$ cat src/rtl/tmr_bc_counter_if.sv
// tmr_bc_counter_if: control and status bundle for the TMR bunch-crossing counter
interface tmr_bc_counter_if #(
  parameter int WIDTH = 8,
  parameter int ERRCNT_WIDTH = 8
);
  logic ClearBC;
  logic LoadBC;
  logic [WIDTH-1:0] LoadValue;
  logic Enable;
  logic [WIDTH-1:0] WrapValue;
  logic ClearError;
  logic [1:0] InjectSel;
  logic [WIDTH-1:0] InjectMask;
  logic [WIDTH-1:0] BC;
  logic Carry;
  logic Error;
  logic ErrorSticky;
  logic [ERRCNT_WIDTH-1:0] ErrorCount;
  modport master (
    output ClearBC, LoadBC, LoadValue, Enable, WrapValue, ClearError, InjectSel, InjectMask,
    input BC, Carry, Error, ErrorSticky, ErrorCount
  );
  modport slave (
    input ClearBC, LoadBC, LoadValue, Enable, WrapValue, ClearError, InjectSel, InjectMask,
    output BC, Carry, Error, ErrorSticky, ErrorCount
  );
endinterface

$ cat src/rtl/tmr_bc_counter.sv
// tmr_bc_counter: triplicated BC counter, majority-voted and scrubbed every cycle
module tmr_bc_counter #(
  parameter int WIDTH = 8,
  parameter int ERRCNT_WIDTH = 8,
  parameter int RESET_VALUE = 0
) (
  input logic Clk,
  input logic Reset,
  tmr_bc_counter_if.slave bus
);
  localparam logic [WIDTH-1:0] RV = WIDTH'(RESET_VALUE);
  logic [WIDTH-1:0] copy [3];
  logic [WIDTH-1:0] vote;
  logic [WIDTH-1:0] nxt;
  logic mismatch;
  logic wrap;
  logic carry_n;
  logic [ERRCNT_WIDTH-1:0] cnt_inc;
  always_comb begin
    vote = (copy[0] & copy[1]) | (copy[1] & copy[2]) | (copy[0] & copy[2]);
    mismatch = !(copy[0] == copy[1] && copy[1] == copy[2]);
    wrap = vote >= bus.WrapValue;
    nxt = !Reset ? RV :
          bus.ClearBC ? RV :
          bus.LoadBC ? bus.LoadValue :
          bus.Enable ? (wrap ? '0 : vote + WIDTH'(1)) :
          vote;
    carry_n = Reset && !bus.ClearBC && !bus.LoadBC && bus.Enable && wrap;
    cnt_inc = &bus.ErrorCount ? bus.ErrorCount : bus.ErrorCount + ERRCNT_WIDTH'(1);
  end
  assign bus.BC = vote;
  // injection is gated by Reset so reset always leaves the copies in agreement
  always_ff @(posedge Clk) begin
    for (int i = 0; i < 3; i++)
      copy[i] <= nxt ^ ((Reset && bus.InjectSel == 2'(i)) ? bus.InjectMask : '0);
    bus.Carry <= carry_n;
    if (!Reset) begin
      bus.Error <= 1'b0;
      bus.ErrorSticky <= 1'b0;
      bus.ErrorCount <= '0;
    end else begin
      bus.Error <= mismatch;
      bus.ErrorSticky <= mismatch ? 1'b1 : bus.ClearError ? 1'b0 : bus.ErrorSticky;
      bus.ErrorCount <= mismatch ? (bus.ClearError ? ERRCNT_WIDTH'(1) : cnt_inc) :
                        bus.ClearError ? '0 : bus.ErrorCount;
    end
  end
endmodule
$ cat src/flat_wrapper.sv
// flat-port wrapper written by rule: the top's interface ports become plain ports
module tmr_bc_counter_flat 
#(
  parameter int WIDTH = 8,
  parameter int ERRCNT_WIDTH = 8,
  parameter int RESET_VALUE = 0
)
  (Clk, Reset, bus_ClearBC, bus_LoadBC, bus_LoadValue, bus_Enable, bus_WrapValue, bus_ClearError, bus_InjectSel, bus_InjectMask, bus_BC, bus_Carry, bus_Error, bus_ErrorSticky, bus_ErrorCount);
  tmr_bc_counter_if #(.WIDTH(WIDTH), .ERRCNT_WIDTH(ERRCNT_WIDTH)) bus_i ();
  input logic Clk;
  input logic Reset;
  input wire logic [$bits(bus_i.ClearBC)-1:0] bus_ClearBC;
  input wire logic [$bits(bus_i.LoadBC)-1:0] bus_LoadBC;
  input wire logic [$bits(bus_i.LoadValue)-1:0] bus_LoadValue;
  input wire logic [$bits(bus_i.Enable)-1:0] bus_Enable;
  input wire logic [$bits(bus_i.WrapValue)-1:0] bus_WrapValue;
  input wire logic [$bits(bus_i.ClearError)-1:0] bus_ClearError;
  input wire logic [$bits(bus_i.InjectSel)-1:0] bus_InjectSel;
  input wire logic [$bits(bus_i.InjectMask)-1:0] bus_InjectMask;
  output wire logic [$bits(bus_i.BC)-1:0] bus_BC;
  output wire logic [$bits(bus_i.Carry)-1:0] bus_Carry;
  output wire logic [$bits(bus_i.Error)-1:0] bus_Error;
  output wire logic [$bits(bus_i.ErrorSticky)-1:0] bus_ErrorSticky;
  output wire logic [$bits(bus_i.ErrorCount)-1:0] bus_ErrorCount;
  assign bus_i.ClearBC = bus_ClearBC;
  assign bus_i.LoadBC = bus_LoadBC;
  assign bus_i.LoadValue = bus_LoadValue;
  assign bus_i.Enable = bus_Enable;
  assign bus_i.WrapValue = bus_WrapValue;
  assign bus_i.ClearError = bus_ClearError;
  assign bus_i.InjectSel = bus_InjectSel;
  assign bus_i.InjectMask = bus_InjectMask;
  assign bus_BC = bus_i.BC;
  assign bus_Carry = bus_i.Carry;
  assign bus_Error = bus_i.Error;
  assign bus_ErrorSticky = bus_i.ErrorSticky;
  assign bus_ErrorCount = bus_i.ErrorCount;
  tmr_bc_counter #(.WIDTH(WIDTH), .ERRCNT_WIDTH(ERRCNT_WIDTH), .RESET_VALUE(RESET_VALUE)) u_core (.Clk(Clk), .Reset(Reset), .bus(bus_i));
endmodule
$ cat config.mk
export PLATFORM = sky130hd
export DESIGN_NAME = tmr_bc_counter_flat
export DESIGN_NICKNAME = d
export VERILOG_FILES = /design/src/rtl/tmr_bc_counter_if.sv /design/src/rtl/tmr_bc_counter.sv /design/src/flat_wrapper.sv
export SDC_FILE = /design/constraint.sdc
export NUM_CORES = 1
export LEC_CHECK = 0
export ABC_AREA = 1
export BUFFER_PORTS_ARGS = -buffer_cell sky130_fd_sc_hd__buf_2
export CORE_MARGIN = 5
export CORE_UTILIZATION = 45
export CTS_BUF_LIST = sky130_fd_sc_hd__clkbuf_2 sky130_fd_sc_hd__clkbuf_4 sky130_fd_sc_hd__clkbuf_8
export CTS_CLUSTER_SIZE = 8
export DETAILED_ROUTE_END_ITERATION = 8
export GPL_ROUTABILITY_DRIVEN = 1
export PLACE_DENSITY_LB_ADDON = 0.08
export SETUP_SLACK_MARGIN = 0.1
export SYNTH_ARGS = -nofsm -noshare
export SYNTH_HDL_FRONTEND = slang
export SYNTH_SLANG_ARGS = --single-unit
$ cat constraint.sdc
create_clock -name Clk -period 2.4 [get_ports Clk]
set_clock_uncertainty 0.05 [all_clocks]
set_input_delay 0.6 -clock Clk [delete_from_list [all_inputs] [get_ports Clk]]
set_output_delay 0.6 -clock Clk [all_outputs]
set_load 0.01 [all_outputs]
==> results.ini <==
[floorplanning]
initial_core_util_pct=45.8
rows=27
io_pins=51
die_y_um=84.7
die_x_um=84.7
dieArea_sq_mm=0.00717
fp.coreArea_sq_mm=0.00547

[setup_path]
arrival_ns=2.25
rr_worst_depth=12
start_kind=register
path_class=reg -> reg
worstPathRequired_ns=2.58
path_max_fanout=7
crit_path_end_kind=register

[placement]
portBuffers=50
placed_area_sq_mm=0.00289
place_congestion=0.756
post-dp-hpwl_mm=4.81

[global_routing]
grt_pass1_wl_mm=10.3
first_global_vias=2353
grt_use_total_pct=17.7
antenna_found_initial=0
grt_max_degree=12
grt_remaining_overflow=0

[worst_hold_path]
min_path_type=reg -> reg
hold_depth=2

[synthesis]
synth_compound_area_share_pct=4.44
synth_nets=447
synth_area_leaders=dfxtp_1, nand2_1, ha_1, inv_1, nor2_1
synth_top_area_share_pct=27.9
yosysTopAreaCell=dfxtp_1
syn_area_sq_mm=0.00251
synth-warning-count=0
synthAdderAreaFrac_pct=13.0
muxShareOfSynthArea_pct=0
ys_types=28
synth_top_family_by_area=simple AND/OR/NAND/NOR gates
synth_xor_area_share_pct=1.05
synth-seq-cells=35
synthCells=389
ys_seq_area_share_pct=27.9
synth_simple_gate_area_share_pct=43.4
synth_area_per_cell_sq_um=6.45

[pwr]
finalPower_w=0.00132
p_leak_nw=1.70
power.density_mw_per_mm2=439
p_comb_share_pct=19.4
pwr-share-seq_pct=47.9
p_int_w=0.000941
p_clk_share_pct=32.7
switching_share_pct=28.5
peakVddDrop_mv=0.320
power_switching_w=0.000375

[clock_tree]
clkSinkCount=35
htree_num_levels=2
cts_buffers=5
cts_setup_buffers=0
worstSkewPairLatency_ns=0.28
root_buffer=clkbuf_8
cts_tree=yes
ctsLongestPathBuffers=2
clkSlewWorstSetupHoldPaths_ns=0.07

[cells_and_area]
nets=509
num_antenna_cells=0
stdcell_area_sq_mm=0.00300
area_growth_pct=19.4
layout-drive-gt1-share_pct=19.2

[timing]
period_share_pct=86.5
maxClockFrequency_mhz=482
rsz0062_at_grt=false
hold_viol=0
layout_min_cycle_time_ns=2.08
finalSetupTns_ns=0
tightest_slew_ns=0.506
slew_headroom_pct=66.2
final-setup-viol-count=0
slew_violations=0

[route]
drt_iter0_drc=71
routed_wl_mm=5.90
vias=2453
wl_per_cell_um=11.3
drc=0
vias_per_cell=4.68
drt_pass1_iterations=4
drtAntennaViolNets=0

[outcome]
outcome=complete, no violations

[flow_run]
maxCapViolCount=0

[worst max-delay path, cell delays in order, from the launching register on]
cell	delay, ns
dfxtp_1	0.32
ha_1	0.19
inv_1	0.05
nand3_1	0.14
ha_1	0.33
a21o_1	0.18
nor2_1	0.12
nand3_2	0.13
nand2_4	0.16
nand3_2	0.15
nand2_2	0.11
nand2_1	0.05
nand2_1	0.05
[worst paths after layout]
check / slack [ns] / end / startpoint
setup / recovery: 0.32 / u_core.copy[0][15] / u_core.copy[0][15]
hold / removal: 0.42 / u_core.bus.ErrorCount[4] / u_core.bus.ErrorCount[4]
setup reg to reg: 0.32 / u_core.copy[0][15] / u_core.copy[0][15]
hold reg to reg: 0.42 / u_core.bus.ErrorCount[4] / u_core.bus.ErrorCount[4]
[synth_stat cells]
library cell	instances
nand2_1	110
a21oi_1	13
buf_2	1
ha_1	26
nor3_1	4
nand2_2	7
o21ai_2	1
xor2_1	2
clkbuf_1	1
nand3_1	41
inv_2	1
nand3b_4	1
or2_4	1
inv_1	65
dfxtp_1	35
o21bai_1	1
nand2_4	2
nor2_4	1
nand4_1	3
nor2_8	1
nand3b_1	5
xnor2_1	1
nand3b_2	1
nand3_2	5
o211ai_1	1
nor2_1	55
a21o_1	1
o21ai_0	3
[stage by stage]
step / hold WS [ns] / utilization (%) / worst slack (ns) / cells
after detailed placement: 0.408 / 52.9 / 0.225 / 516
after global placement: 0.402 / 52.9 / 0.213 / 516
after CTS: 0.425 / 54.5 / 0.209 / 524
final: 0.424 / 54.7 / 0.325 / 524
after floorplan: 0.431 / - / 0.245 / 389
after global routing: 0.473 / 54.7 / 0.104 / 524
[per-layer routing]
metal | global-route usage, % | vias up | share of wire [%]
li1 | - | 1343 | -
met1 | 22.9 | 1062 | 48
met2 | 30.2 | 42 | 46
met3 | 2.94 | 6 | 4.8
met4 | 4.75 | 0 | 1.4
met5 | 0 | - | 0
[cell type report]
type / count / area, sq um
clock buffer: 7 / 83.8
sequential: 35 / 701
fill: 598 / 2480
inverter: 66 / 248
tap: 72 / 90.1
multi-input combinational: 286 / 1570
clock inverter: 1 / 5.00
timing repair buffer: 57 / 303
[registers in the layout (all words and copies together) (netlist names)]
signal and cells:
u_core.bus.Carry 1, u_core.bus.ErrorSticky 1, u_core.bus.ErrorCount 8, u_core.copy 24, u_core.bus.Error 1
[placed cells by master, fill, tap and decap left out]
cell type,instances
buf_4,7
nand3b_4,2
nand2_2,7
nor3_1,4
clkbuf_8,5
nand2_4,2
o21ai_0,2
o211ai_1,1
xnor2_1,1
nor2_4,1
xor2_1,2
nand4_1,3
a21oi_1,13
nand3_1,40
o21bai_1,1
clkbuf_4,2
nand3_2,6
dfxtp_1,35
clkinv_2,1
nand2_1,110
inv_2,1
ha_1,26
or2_4,1
a21o_1,1
nor2_8,1
o21ai_2,1
nor2_1,55
nand3b_1,5
buf_2,50
o21ai_1,1
inv_1,65
[cells by family after synthesis]
family	after synthesis
flip-flops	35
AND/OR/NAND/NOR	237
AO/OA/AOI/OAI	20
XOR/XNOR	3
buffers and inverters	68
adder cells (fa/ha/maj)	26
[power groups by stage]
stage	registers [W]	clock network, W	logic (W)
floorplan	0.000641	0	0.000160
CTS	0.000630	0.000448	0.000257
detailed placement	0.000643	0	0.000255
global route	0.000634	0.000478	0.000296
global placement	0.000642	0	0.000252
finish	0.000630	0.000430	0.000255
[timing repair]
action                                 CTS  global route
resized for setup                        0             3
setup endpoints to repair                0            23
hold buffers                             0             0
endpoints found under the hold margin    0             0
Note: power is estimated with default switching activity, not from simulation.
